`src/rtl/serial_pattern_gen.sv`:
```
// rtl/serial_pattern_gen.sv - serial bit-stream transmitter, MSB first, with repeat count and idle gaps
// Latched pattern/reps/gap drive a four-state SEND/GAP sequencer; every output is a flop.
module serial_pattern_gen #(
   parameter int PAT_W = 4,
   parameter int REP_W = 4,
   parameter int GAP_W = 3
) (
   input  logic             clk,
   input  logic             reset_n,
   input  logic             start,
   input  logic             abort,
   input  logic [PAT_W-1:0] pattern,
   input  logic [REP_W-1:0] reps,
   input  logic [GAP_W-1:0] gap,
   output logic             x,
   output logic             x_valid,
   output logic             busy,
   output logic             done
);

   localparam int CNT_W = (PAT_W > 2) ? $clog2(PAT_W) : 1;

   localparam logic [1:0] S_IDLE = 2'd0;
   localparam logic [1:0] S_SEND = 2'd1;
   localparam logic [1:0] S_GAP  = 2'd2;
   localparam logic [1:0] S_DONE = 2'd3;

   logic [1:0]       state;
   logic [PAT_W-1:0] pat_q;
   logic [PAT_W-1:0] shreg;
   logic [CNT_W-1:0] bit_cnt;
   logic [REP_W-1:0] rep_cnt;
   logic [GAP_W-1:0] gap_q;
   logic [GAP_W-1:0] gap_cnt;

   always_ff @(posedge clk or negedge reset_n) begin
      if (!reset_n) begin
         state   <= S_IDLE;
         pat_q   <= '0;
         shreg   <= '0;
         bit_cnt <= '0;
         rep_cnt <= '0;
         gap_q   <= '0;
         gap_cnt <= '0;
         x       <= 1'b0;
         x_valid <= 1'b0;
         busy    <= 1'b0;
         done    <= 1'b0;
      end else begin
         done <= 1'b0;
         case (state)
            S_IDLE: begin
               if (start) begin
                  pat_q   <= pattern;
                  gap_q   <= gap;
                  rep_cnt <= reps;
                  if (reps != '0) begin
                     state   <= S_SEND;
                     x       <= pattern[PAT_W-1];
                     shreg   <= {pattern[PAT_W-2:0], 1'b0};
                     bit_cnt <= CNT_W'(PAT_W - 1);
                     x_valid <= 1'b1;
                     busy    <= 1'b1;
                  end else begin
                     state <= S_DONE;
                     done  <= 1'b1;
                  end
               end
            end
            S_SEND: begin
               if (abort) begin
                  state   <= S_IDLE;
                  x       <= 1'b0;
                  x_valid <= 1'b0;
                  busy    <= 1'b0;
               end else if (bit_cnt == '0) begin
                  // LSB is on the wire now: one repetition finished
                  rep_cnt <= rep_cnt - REP_W'(1);
                  if (rep_cnt == REP_W'(1)) begin
                     state   <= S_DONE;
                     x       <= 1'b0;
                     x_valid <= 1'b0;
                     busy    <= 1'b0;
                     done    <= 1'b1;
                  end else if (gap_q != '0) begin
                     state   <= S_GAP;
                     gap_cnt <= gap_q;
                     x       <= 1'b0;
                     x_valid <= 1'b0;
                  end else begin
                     x       <= pat_q[PAT_W-1];
                     shreg   <= {pat_q[PAT_W-2:0], 1'b0};
                     bit_cnt <= CNT_W'(PAT_W - 1);
                  end
               end else begin
                  x       <= shreg[PAT_W-1];
                  shreg   <= {shreg[PAT_W-2:0], 1'b0};
                  bit_cnt <= bit_cnt - CNT_W'(1);
               end
            end
            S_GAP: begin
               if (abort) begin
                  state   <= S_IDLE;
                  x       <= 1'b0;
                  x_valid <= 1'b0;
                  busy    <= 1'b0;
               end else if (gap_cnt == GAP_W'(1)) begin
                  state   <= S_SEND;
                  x       <= pat_q[PAT_W-1];
                  shreg   <= {pat_q[PAT_W-2:0], 1'b0};
                  bit_cnt <= CNT_W'(PAT_W - 1);
                  x_valid <= 1'b1;
               end else begin
                  gap_cnt <= gap_cnt - GAP_W'(1);
               end
            end
            S_DONE: begin
               state <= S_IDLE;
            end
            default: begin
               state <= S_IDLE;
            end
         endcase
      end
   end

endmodule

```
`config.mk`:
```
export PLATFORM = sky130hd
export DESIGN_NAME = serial_pattern_gen
export DESIGN_NICKNAME = d
export VERILOG_FILES = /design/src/rtl/serial_pattern_gen.sv
export SDC_FILE = /design/constraint.sdc
export NUM_CORES = 1
export LEC_CHECK = 0
export BUFFER_PORTS_ARGS = -buffer_cell sky130_fd_sc_hd__buf_2
export CORE_MARGIN = 4
export CORE_UTILIZATION = 35
export DETAILED_ROUTE_END_ITERATION = 16
export GPL_ROUTABILITY_DRIVEN = 0
export SYNTH_ARGS = -nofsm -noshare
export SYNTH_HDL_FRONTEND = slang
export SYNTH_SLANG_ARGS = --single-unit
```
`constraint.sdc`:
```
create_clock -name clk -period 1.65 [get_ports clk]
set_input_delay 0.33 -clock clk [delete_from_list [all_inputs] [get_ports clk]]
set_output_delay 0.33 -clock clk [all_outputs]
set_load 0.02 [all_outputs]
```
# Word-level counts from Yosys, hierarchy flattened
# Cells that the tools add are included.
[classes]
n_eq_ne = 21
n_reduce_logical = 15
add_sub_neg = 3
n_mux = 67
[ops]
columns = ["op", "count"]
rows = [
  ["$mux 4", 11],
  ["$mux 2", 16],
  ["$mux 1", 25],
  ["$ne 2x2->1 const B", 10],
  ["$mux 3", 6],
  ["$ne 3x3->1 const B", 5],
  ["$pmux 4 s3", 1],
  ["$reduce_and 4->1", 3],
  ["$reduce_and 6->1", 2],
  ["$pmux 1 s3", 3],
  ["$pmux 2 s4", 1],
  ["$pmux 4 s2", 1],
  ["$reduce_and 8->1", 1],
  ["$reduce_and 7->1", 1],
  ["$pmux 2 s3", 1],
  ["$pmux 3 s2", 1],
  ["$reduce_bool 3->1", 2],
  ["$eq 2x2->1 const B", 2],
  ["$eq 4x1->1 const B", 1],
  ["$logic_not 2->1", 2],
  ["$ne 4x4->1 const B", 1],
  ["$reduce_bool 2->1", 2],
  ["$reduce_bool 4->1", 1],
  ["$sub 4x1->4 const B", 1],
  ["6 further kinds", 6],
]
[word_totals]
inputBits = 15
word_cells = 117
output_inout_bits = 4
register_bits = 26

# Depth between registers and ports, before layout
[depth]
depth_word = 6
ltp_mapped = 7
depth_no_buf = 6

# Least setup slack after synthesis
# No wires, ideal clock.
[synth_path]
path_type = "reg-to-reg"
start = "reg state[0]"
end = "reg gap_cnt[2]"
setup_ns = 0.069
arrival_time_ns = 1.719
stages_incl_launch_ff = 7
path_buffers = 0
required_ns = 1.581
period_less_slack_ns = 1.788
setup_slack_ns = -0.138
cell_sequence = "dfrtp_1 inv_1 ha_1 nor2_1 a211o_1 or4_1 nand3_1"
[synth_between]
elab_chain_len = 3
word_cells_on_any_way = 11
classes_between = "eq/ne (8); mux (1); reduce/logical (2)"
[synth_lines]
columns = ["element", "line_no", "source"]
rows = [
  ["start, declared", "28", "logic [1:0] state;"],
  ["start signal, assigned", "38", "state <= S_IDLE;"],
  ["start signal, assigned", "58", "state <= S_SEND;"],
  ["start signal, assigned", "65", "state <= S_DONE;"],
  ["$eq 2x2->1 / $eq 2x1->1 (equally long branches)", "51", "case (state)"],
  ["$ne 2x2->1 (no source line) / $reduce_bool 2->1 (equally long branches)", "--", ""],
  ["$reduce_and 7->1 (no source line)", "--", ""],
  ["end signal, assigned", "87", "gap_cnt <= gap_q;"],
  ["end signal, assigned", "114", "gap_cnt <= gap_cnt - GAP_W'(1);"],
  ["end, declared", "34", "logic [GAP_W-1:0] gap_cnt;"],
]
# Several ways; a longest one is shown, not always the timed one.
# A chain may end at the register's enable or synchronous reset.

# Final worst setup path
[layout_path]
start = "reg state[1]"
end = "reg x"
[layout_between]
elab_chain_len = 3
word_cells_on_any_way = 9
classes_between = "eq/ne (5); mux (1); reduce/logical (3)"
[layout_lines]
columns = ["element", "line_no", "source"]
rows = [
  ["$eq 2x2->1, or another cell as far along", "51", ""],
  ["$ne 3x3->1 (no source line), or another cell as far along", "--", ""],
  ["$reduce_and 4->1 (no source line)", "--", ""],
  ["end signal, assigned", "59", "x <= pattern[PAT_W-1];"],
  ["end signal, assigned", "91", "x <= pat_q[PAT_W-1];"],
  ["end signal, assigned", "96", "x <= shreg[PAT_W-1];"],
  ["end, declared", "15", "output logic x,"],
]
# Several ways; a longest one is shown, not always the timed one.

==> results.json <==
{
  "outcome": "finished with violations",
  "violations": "setup timing",
  "synthCells": 157,
  "grt.total_usage_pct": 15.2,
  "vias": 1403,
  "ys_types": 40,
  "htreeDepth": 1,
  "worstSetupPathType": "flip-flop to flip-flop",
  "swShare_pct": 39.3,
  "syn_area_mm2": 0.00153,
  "finalHoldViolCount": 0,
  "slew_viol_final": 0,
  "end_kind": "flip-flop",
  "critPathRequiredTime_ns": 1.87,
  "wire_per_inst_um": 14.9,
  "ys_seq_area_share_pct": 40.8,
  "min_path_type": "primary input to async pin",
  "fmax_ghz": 0.583,
  "regToRegSetupSlack_ns": -0.07,
  "die_height_um": 74.2,
  "cts_buffers": 3,
  "grt_overflow": 0,
  "place_area_mm2": 0.00197,
  "async_reset_ff_share_pct": 100,
  "core_mm2": 0.00412,
  "grt_max_degree": 26,
  "drc": 0,
  "rows": 23,
  "ys_warn_count": 0,
  "crit_chain": "inv_4 > ha_4 > nand3b_1 > or4b_4 > a41oi_2 > mux2_4",
  "vias_per_cell": 5.27,
  "cts_hold_buf": 0,
  "power_density_mw_per_mm2": 1870,
  "ys_ff_latch": 25,
  "antenna_found_initial": 0,
  "firstDrtPassIters": 4,
  "crit_slowest_cell": "or4b_4",
  "drive_gt1_share_pct": 48.6,
  "drt_wl_total_um": 3950,
  "clkPwrFrac_pct": 8.8,
  "finalClockSkew_ns": 0.00848,
  "internal_power_mw": 2.53,
  "hold-worst-slack_ns": 0.0507,
  "ys.flop_type": "dfrtp_1",
  "post-route-util_pct": 54.2,
  "synth_top_area_share_pct": 40.8,
  "fin_cells": 266,
  "synth.avg_cell_area_um2": 9.77,
  "die_x_um": 74.2,
  "worst_slew_pin_slew_ns": 0.578,
  "hpwl_um": 2930,
  "p_sw_mw": 1.64,
  "initial_utilization_pct": 37.3,
  "layout_common_cells": "buf_4, dfrtp_1, buf_2",
  "rsz0062_at_grt": "yes",
  "worstPathArrival_ns": 1.93,
  "drt.antenna.violating_nets": 0,
  "clkSinkCount": 25,
  "design_area_mm2": 0.00223,
  "pin_count": 19,
  "relSlewSlack_pct": 61.4,
  "n_fill_cell": 366,
  "tns_ns": -0.236,
  "buffer_ports.inserted": 18,
  "dieArea_mm2": 0.00551,
  "clkTransAtPathRegs_ns": 0.09,
  "cts_tree": "yes",
  "clock_latency_ns": 0.27,
  "synth_nets": 182,
  "setup_ws_ns": -0.0655,
  "fin_total_pwr_mw": 4.17,
  "crit_fanout": 7,
  "synth_top_cell_by_area": "dfrtp_1",
  "p_leak_nw": 1.03,
  "grt_pass1_vias": 1452,
  "synth_edf_count": 0,
  "nNetsFinal": 242,
  "grt_pass1_wl_um": 6540,
  "finalWorstPathRequiredPeriod_ns": 1.72,
  "pre_cts_slack_ns": -0.129,
  "critPathLaunchType": "flip-flop",
  "p_comb_share_pct": 64.3,
  "max-cap-violations": 0,
  "antenna_cells": 0,
  "area_growth_pct": 45.4,
  "reg2reg_depth": 6,
  "final_common_cell": "buf_4",
  "fin_crit_sh_pct": 104,
  "dp_cells": 253,
  "setup_viol": 5,
  "first_iter_violations": 45,
  "cts-root-buf": "clkbuf_8",
  "ys_top_cells_by_area": "dfrtp_1, ha_1, mux2_2, o21ai_0, inv_1",
  "clockBufferDepth": 2,
  "vdd_ir_drop_max_mv": 0.695,
  "cpPeakStageDelay_ns": 0.50,
  "p_seq_share_pct": 27.0
}
-- area by class of cell --
class	instances	area, um^2	share of cell area (%)
well taps	50	62.6	2.81
flip-flops and latches	25	627	28.1
inverters	13	51.3	2.30
multi-input cells	115	1030	46.4
repair buffers	59	409	18.4
clock buffers	4	45.0	2.02
-- path summary, 6_finish.rpt --
kind | from | to
setup / recovery | state[1] | x
hold / removal | reset_n | rep_cnt[3]
setup reg to reg | state[1] | x
hold reg to reg | pat_q[0] | pat_q[0]
max in group asynchronous | reset_n | state[1]
min in group clk | pattern[2] | pat_q[2]
-- kinds of logic (layout without fill, tap and decap cells) --
group / after synthesis / count (layout) / share of synthesized area, %
fa+ha+maj: 10 / 10 / 8.16
mux: 15 / 15 / 10.8
buf+inv: 17 / 76 / 4.24
compound gates: 46 / 46 / 19.9
flops: 25 / 25 / 40.8
simple gates: 44 / 44 / 16.1
-- registers in the layout, summed over array words and instances (netlist names) --
register / count
x: 1
busy: 1
pat_q: 4
bit_cnt: 2
shreg: 3
x_valid: 1
done: 1
gap_q: 3
rep_cnt: 4
state: 2
gap_cnt: 3
-- critical path: cells and delay by family, from the launching register on --
| family | cells | cell delay, ns |
|---|---|---|
| fa+ha+maj | 1 | 0.20 |
| mux | 1 | 0.16 |
| simple gates | 2 | 0.63 |
| compound gates | 1 | 0.14 |
| buf+inv | 1 | 0.09 |
| flops | 1 | 0.44 |
-- layer usage --
| layer | vias to the layer above | wire length, um | global-route usage [%] |
|---|---|---|---|
| met5 | - | 0 | 0 |
| met4 | 0 | 54 | 4.23 |
| met3 | 6 | 133 | 2.70 |
| met2 | 20 | 2020 | 26.3 |
| met1 | 683 | 1750 | 19.4 |
| li1 | 694 | - | - |
-- synth_stat cells, types with 2 or more instances --
| master | instances |
|---|---|
| a211oi_1 | 2 |
| a21o_1 | 5 |
| a21oi_1 | 9 |
| a22o_1 | 2 |
| a22oi_1 | 2 |
| and2_1 | 2 |
| clkbuf_1 | 3 |
| dfrtp_1 | 25 |
| ha_1 | 10 |
| inv_1 | 13 |
| mux2_2 | 11 |
| mux2i_1 | 3 |
| nand2_1 | 8 |
| nand2b_1 | 3 |
| nand3_1 | 3 |
| nand3b_1 | 2 |
| nor2_1 | 10 |
| nor2b_1 | 4 |
| nor3b_1 | 3 |
| o211ai_1 | 2 |
| o21ai_0 | 10 |
| o22ai_1 | 3 |
| o31ai_1 | 3 |
| o41ai_1 | 2 |
| or4_1 | 2 |
-- what timing repair did --
action,in CTS,in global routing
pin swaps,8,11
buffers inserted,3,6
resized for setup,16,21
endpoints found under the setup margin,19,23
-- power groups by stage --
stage | sequential (mW) | combinational (mW) | clock (mW)
global route | 1.16 | 2.94 | 0.406
finish | 1.12 | 2.68 | 0.365
detailed placement | 1.12 | 2.23 | 0
floorplan | 1.13 | 1.34 | 0
global placement | 1.10 | 2.18 | 0
CTS | 1.11 | 2.40 | 0.376
Power figures use the tool's default switching activity.
